===== config.mk =====
export PLATFORM = sky130hd
export DESIGN_NAME = round_timer_ctrl_flat
export DESIGN_NICKNAME = d
export VERILOG_FILES = /design/src/rtl/round_timer_ctrl_if.sv /design/src/rtl/round_timer_ctrl.sv /design/src/flat_wrapper.sv
export SDC_FILE = /design/constraint.sdc
export NUM_CORES = 1
export LEC_CHECK = 0
export ABC_AREA = 1
export CORE_ASPECT_RATIO = 2
export CORE_UTILIZATION = 45
export DETAILED_ROUTE_END_ITERATION = 16
export HOLD_SLACK_MARGIN = 0.12
export PLACE_DENSITY = 0.75
export SLEW_MARGIN = 20
export SYNTH_ARGS = -nofsm -noshare
export SYNTH_HDL_FRONTEND = slang
export SYNTH_SLANG_ARGS = --single-unit

===== constraint.sdc =====
create_clock -name clk -period 1.6 [get_ports clk]
set_clock_uncertainty 0.2 [all_clocks]
set_input_delay 0.16 -clock clk [delete_from_list [all_inputs] [get_ports clk]]
set_output_delay 0.16 -clock clk [all_outputs]
set_load 0.02 [all_outputs]

===== src/rtl/round_timer_ctrl_if.sv =====
// Control/status bundle between the game FSM (master) and the round timer (slave).
// Carries the round control inputs and the timer's registered status outputs.
interface round_timer_ctrl_if #(
  parameter int unsigned CNT_W = 4,
  parameter int unsigned RND_W = 8
);
  logic             game_active;
  logic             start;
  logic             pause;
  logic             auto_reload;
  logic [CNT_W-1:0] round_time;
  logic [CNT_W-1:0] remaining;
  logic             running;
  logic             expired;
  logic [RND_W-1:0] rounds;
  logic             warn;

  modport master (
    output game_active, start, pause, auto_reload, round_time,
    input  remaining, running, expired, rounds, warn
  );

  modport slave (
    input  game_active, start, pause, auto_reload, round_time,
    output remaining, running, expired, rounds, warn
  );
endinterface


===== src/rtl/round_timer_ctrl.sv =====
// Prescaled round countdown timer with pause, abort, auto-reload and a saturating round counter.
// Optional feature: define ROUND_TIMER_WARN_EN to drive warn when few ticks remain.
module round_timer_ctrl #(
  parameter int unsigned CNT_W    = 4,
  parameter int unsigned PRESCALE = 4,
  parameter int unsigned RND_W    = 8,
  parameter int unsigned WARN_TH  = 2
) (
  input logic               clk,
  input logic               rst_n,
  round_timer_ctrl_if.slave bus
);

  localparam int unsigned      PW       = (PRESCALE > 1) ? $clog2(PRESCALE) : 1;
  localparam logic [PW-1:0]    PresLast = PW'(PRESCALE - 1);
  localparam logic [CNT_W-1:0] RemOne   = CNT_W'(1);

  typedef enum logic [1:0] {StIdle, StRun, StPaused, StDone} state_e;

  state_e           state_q, state_d;
  logic [PW-1:0]    presc_q, presc_d;
  logic [CNT_W-1:0] rem_q, rem_d;
  logic [RND_W-1:0] rounds_q, rounds_d;
  logic             expired_q, expired_d;
  logic             running_q, running_d;
  logic             warn_q, warn_d;

  logic             from_rest;
  logic [RND_W-1:0] rounds_sat;

  // Starting from IDLE/DONE begins a fresh series, so the round count restarts.
  assign from_rest  = (state_q == StIdle) || (state_q == StDone);
  assign rounds_sat = (&rounds_q) ? rounds_q : rounds_q + 1'b1;

  always_comb begin
    state_d   = state_q;
    presc_d   = presc_q;
    rem_d     = rem_q;
    rounds_d  = rounds_q;
    expired_d = 1'b0;

    if (!bus.game_active) begin
      state_d = StIdle;
      presc_d = '0;
    end else if (bus.start) begin
      rem_d   = bus.round_time;
      presc_d = '0;
      if (bus.round_time == '0) begin
        state_d   = StDone;
        expired_d = 1'b1;
        rounds_d  = from_rest ? RND_W'(1) : rounds_sat;
      end else begin
        state_d = StRun;
        if (from_rest) rounds_d = '0;
      end
    end else if (bus.pause) begin
      if (state_q == StRun) state_d = StPaused;
    end else if ((state_q == StRun) || (state_q == StPaused)) begin
      // Leaving PAUSED counts this edge as an enabled cycle, so a pause costs exactly its length.
      state_d = StRun;
      if (presc_q == PresLast) begin
        presc_d = '0;
        if (rem_q <= RemOne) begin
          rem_d     = '0;
          expired_d = 1'b1;
          rounds_d  = rounds_sat;
          if (bus.auto_reload && (bus.round_time != '0)) begin
            rem_d = bus.round_time;
          end else begin
            state_d = StDone;
          end
        end else begin
          rem_d = rem_q - 1'b1;
        end
      end else begin
        presc_d = presc_q + 1'b1;
      end
    end

    running_d = (state_d == StRun) || (state_d == StPaused);
  end

`ifdef ROUND_TIMER_WARN_EN
  localparam logic [CNT_W-1:0] WarnTh = CNT_W'(WARN_TH);
  assign warn_d = running_d && (rem_d <= WarnTh) && (rem_d != '0);
`else
  assign warn_d = 1'b0;
`endif

  always_ff @(posedge clk) begin
    if (!rst_n) begin
      state_q   <= StIdle;
      presc_q   <= '0;
      rem_q     <= '0;
      rounds_q  <= '0;
      expired_q <= 1'b0;
      running_q <= 1'b0;
      warn_q    <= 1'b0;
    end else begin
      state_q   <= state_d;
      presc_q   <= presc_d;
      rem_q     <= rem_d;
      rounds_q  <= rounds_d;
      expired_q <= expired_d;
      running_q <= running_d;
      warn_q    <= warn_d;
    end
  end

  assign bus.remaining = rem_q;
  assign bus.running   = running_q;
  assign bus.expired   = expired_q;
  assign bus.rounds    = rounds_q;
  assign bus.warn      = warn_q;

endmodule


===== src/flat_wrapper.sv =====
// flat-port wrapper written by rule: the top's interface ports become plain ports
module round_timer_ctrl_flat 
#(
  parameter int unsigned CNT_W    = 4,
  parameter int unsigned PRESCALE = 4,
  parameter int unsigned RND_W    = 8,
  parameter int unsigned WARN_TH  = 2
)
  (clk, rst_n, bus_game_active, bus_start, bus_pause, bus_auto_reload, bus_round_time, bus_remaining, bus_running, bus_expired, bus_rounds, bus_warn);
  round_timer_ctrl_if #(.CNT_W(CNT_W), .RND_W(RND_W)) bus_i ();
  input logic clk;
  input logic rst_n;
  input wire logic [$bits(bus_i.game_active)-1:0] bus_game_active;
  input wire logic [$bits(bus_i.start)-1:0] bus_start;
  input wire logic [$bits(bus_i.pause)-1:0] bus_pause;
  input wire logic [$bits(bus_i.auto_reload)-1:0] bus_auto_reload;
  input wire logic [$bits(bus_i.round_time)-1:0] bus_round_time;
  output wire logic [$bits(bus_i.remaining)-1:0] bus_remaining;
  output wire logic [$bits(bus_i.running)-1:0] bus_running;
  output wire logic [$bits(bus_i.expired)-1:0] bus_expired;
  output wire logic [$bits(bus_i.rounds)-1:0] bus_rounds;
  output wire logic [$bits(bus_i.warn)-1:0] bus_warn;
  assign bus_i.game_active = bus_game_active;
  assign bus_i.start = bus_start;
  assign bus_i.pause = bus_pause;
  assign bus_i.auto_reload = bus_auto_reload;
  assign bus_i.round_time = bus_round_time;
  assign bus_remaining = bus_i.remaining;
  assign bus_running = bus_i.running;
  assign bus_expired = bus_i.expired;
  assign bus_rounds = bus_i.rounds;
  assign bus_warn = bus_i.warn;
  round_timer_ctrl #(.CNT_W(CNT_W), .PRESCALE(PRESCALE), .RND_W(RND_W), .WARN_TH(WARN_TH)) u_core (.clk(clk), .rst_n(rst_n), .bus(bus_i));
endmodule

==> results.yml <==
worst_setup_path:
  crit_slowest_cell: "dfxtp_2"
  arrival_ns: 1.69
  cp.required_ns: 1.55
  crit_cells: 11
  path_class: "register to register"
  reg2reg_from: "u_core.state_q[0]"
  cp-end-kind: "register"
  endpoint: "u_core.bus.running"
  cpPeakStageDelay_ns: 0.34
  critPathTopFamily: "simple AND/OR/NAND/NOR gates"
  worst_r2r_path_depth: 11
  cp_max_fo: 2
  crit_chain: "inv_2 > ha_4 > nand2_4 > buf_4 > buf_6 > nor2_4 > nand2_2 > nand3_2 > nand2_1 > nor2_1 > a21oi_2"
  critPathLaunchType: "register"
  rrSetupSlack_ns: -0.13
  critPathLaunch: "u_core.state_q[0]"
  cp_num_buf_inv: 3
  reg2reg_to: "u_core.bus.running"
synth:
  synth_common_cells: "nand2_1, inv_1, dfxtp_1"
  ys_seq_area_share_pct: 30.7
  synth_area_leaders: "dfxtp_1, nand2_1, inv_1"
  netlist_instances: 175
  synth_area_sq_um: 1170
  synth_ff_type: "dfxtp_1"
  synth_nets: 192
  postSynthAreaPerCell_sq_um: 6.71
  synth_cell_type_count: 25
  async_flop_share_pct: 0
  synth_warnings: 0
  synth_top_area_share_pct: 30.7
  synth_edf_count: 0
  synth_most_common_cell: "nand2_1"
  ys_ff_latch: 18
  yosys.area.top_type: "dfxtp_1"
layout:
  ff_latch_area_sq_um: 373
  drive_gt1_share_pct: 45.4
  areaGrowthSynthToFinish_pct: 68.1
  final_cell_area_sq_um: 1970
  diodes: 0
  layout.nets: 258
  n_fill_cell: 152
  multi_input_area_sq_um: 878
floorplanning:
  die_w_um: 38.1
  num_io_pins: 25
  die_h_um: 74.3
  start_util_pct: 48.8
  coreArea_sq_um: 2410
  rows: 25
  die_area_sq_um: 2830
placed_design:
  io_buffer_count: 23
  place_ws_ns: -0.177
  dp_hpwl_um: 2670
  gp_congestion: 0.863
  dpl_cell_area_sq_um: 1710
global_routing:
  grt_pass1_wl_um: 5580
  overflow: 0
  grt_max_degree: 11
  track_usage_pct: 26.8
  first_global_vias: 1414
  grt_antenna_before_repair: 0
timing:
  setup_violations: 14
  whs_ns: 0.287
  max_clock_freq_mhz: 577
  rsz0062_at_grt: "yes"
  hold_violations: 0
  fin_ws_ns: -0.134
  slew_viol_final: 0
  fin_crit_ns: 1.73
  post-route-period-util_pct: 108
clock_tree:
  clockRootBuffer: "clkbuf_8"
  h-tree-depth: 1
  numCtsBuffers: 3
  path_clk_slew_ns: 0.07
  cts_hold_buffers: 0
  clk_latency_ns: 0.26
  clockBufferDepth: 2
  cts_sinks: 18
  cts_tree: "done"
power_and_ir_drop:
  p_leak_nw: 0.978
  peakVddDrop_mv: 0.448
  power_density_nw_per_um2: 625
  totalPowerFinal_mw: 1.23
drt:
  vias: 1438
  avgViaCountPerCell: 5.39
  first_iter_violations: 48
  ant_nets: 0
  drt-total-wl_um: 3920
  firstDrtPassIters: 4
  drc: 0
  wl_per_cell_um: 14.7
flow_run:
  maxCapViolations: 0
run_status:
  violations: "negative setup slack"
  outcome: "finished, violations left"
worst_hold_path:
  hp-class: "register to register"
placed cells by master (no fill, tap or decap), types with 3 or more instances in the layout:
cell             count
a21oi_1              9
a21oi_2              5
buf_4               39
clkbuf_8             4
clkdlybuf4s50_1     11
dfxtp_1             12
dfxtp_2              4
dlygate4sd2_1       11
ha_1                 4
ha_4                 3
inv_1               14
inv_2                9
inv_4                4
nand2_1             25
nand2_2             11
nand2_4              7
nand3_1             10
nand3_2              5
nand4_1              3
nor2_1              10
nor2_2               7
nor3_1               3
o21ai_0              9
state kept, by name (all words and copies together) (netlist names):
name                  cells
u_core.bus.rounds         8
u_core.bus.expired        1
u_core.presc_q            2
u_core.state_q            2
u_core.bus.running        1
u_core.bus.remaining      4
layer usage:
layer / wire length [um] / vias to the layer above / global-route usage [%] / share of wire, %
li1: - / 694 / - / -
met1: 1350 / 681 / 23.6 / 35
met2: 2270 / 47 / 53.3 / 58
met3: 109 / 16 / 2.99 / 2.8
met4: 186 / 0 / 14.7 / 4.7
met5: 0 / - / 0 / 0
per-stage QoR:
stage	instances	TNS (ns)	util, %
after floorplan	175	-0.633	-
after global placement	255	-1.22	71.1
after detailed placement	255	-1.86	71.1
after CTS	263	-0.678	75.2
after global routing	267	-2.00	82.0
final	267	-1.18	82.0
power breakdown:
group / leakage, nW / switching [mW] / internal [mW]
Combinational: 0.800 / 0.203 / 0.169
Sequential: 0.149 / 0.0149 / 0.464
Clock: 0.0288 / 0.164 / 0.219
Total: 0.978 / 0.382 / 0.852
worst register-to-register path: stages (launching register included):
cell	delay (ns)
dfxtp_2	0.34
inv_2	0.05
ha_4	0.28
nand2_4	0.05
buf_4	0.13
buf_6	0.11
nor2_4	0.07
nand2_2	0.06
nand3_2	0.09
nand2_1	0.06
nor2_1	0.14
a21oi_2	0.04
cell families after synthesis:
kind of cell    after synthesis  share of synthesized area (%)
fa+ha+maj                     7                           7.45
flops                        18                           30.7
buf+inv                      29                           9.58
other cells                   1                          0.319
compound gates               31                           14.3
simple gates                 89                           37.7
final cells by class:
type,instances,share of cell area (%)
Multi-Input combinational cell,128,44.5
Tap cell,27,1.71
Timing Repair Buffer,63,26.5
Clock buffer,4,2.79
Sequential cell,18,18.9
Inverter,27,5.64
worst min-delay path by stage:
stage	start	end	slack, ns	cells after the start
2_1_floorplan	bus_pause	u_core.presc_q[1]	0.1	2
3_3_place_gp	u_core.bus.rounds[4]	u_core.bus.rounds[4]	0.27	2
3_5_place_dp	u_core.bus.rounds[4]	u_core.bus.rounds[4]	0.27	2
4_1_cts	u_core.bus.rounds[4]	u_core.bus.rounds[4]	0.28	2
5_1_grt	u_core.bus.rounds[4]	u_core.bus.rounds[4]	0.31	2
6_report	u_core.bus.rounds[4]	u_core.bus.rounds[4]	0.29	2
repair_timing:
item,CTS,global route
gates cloned,0,0
setup buffers,4,6
resized for setup,23,40
pin swaps,14,11
endpoints found under the hold margin,0,0
setup endpoints to repair,24,16
No activity file was read; power rests on OpenSTA's default activity.
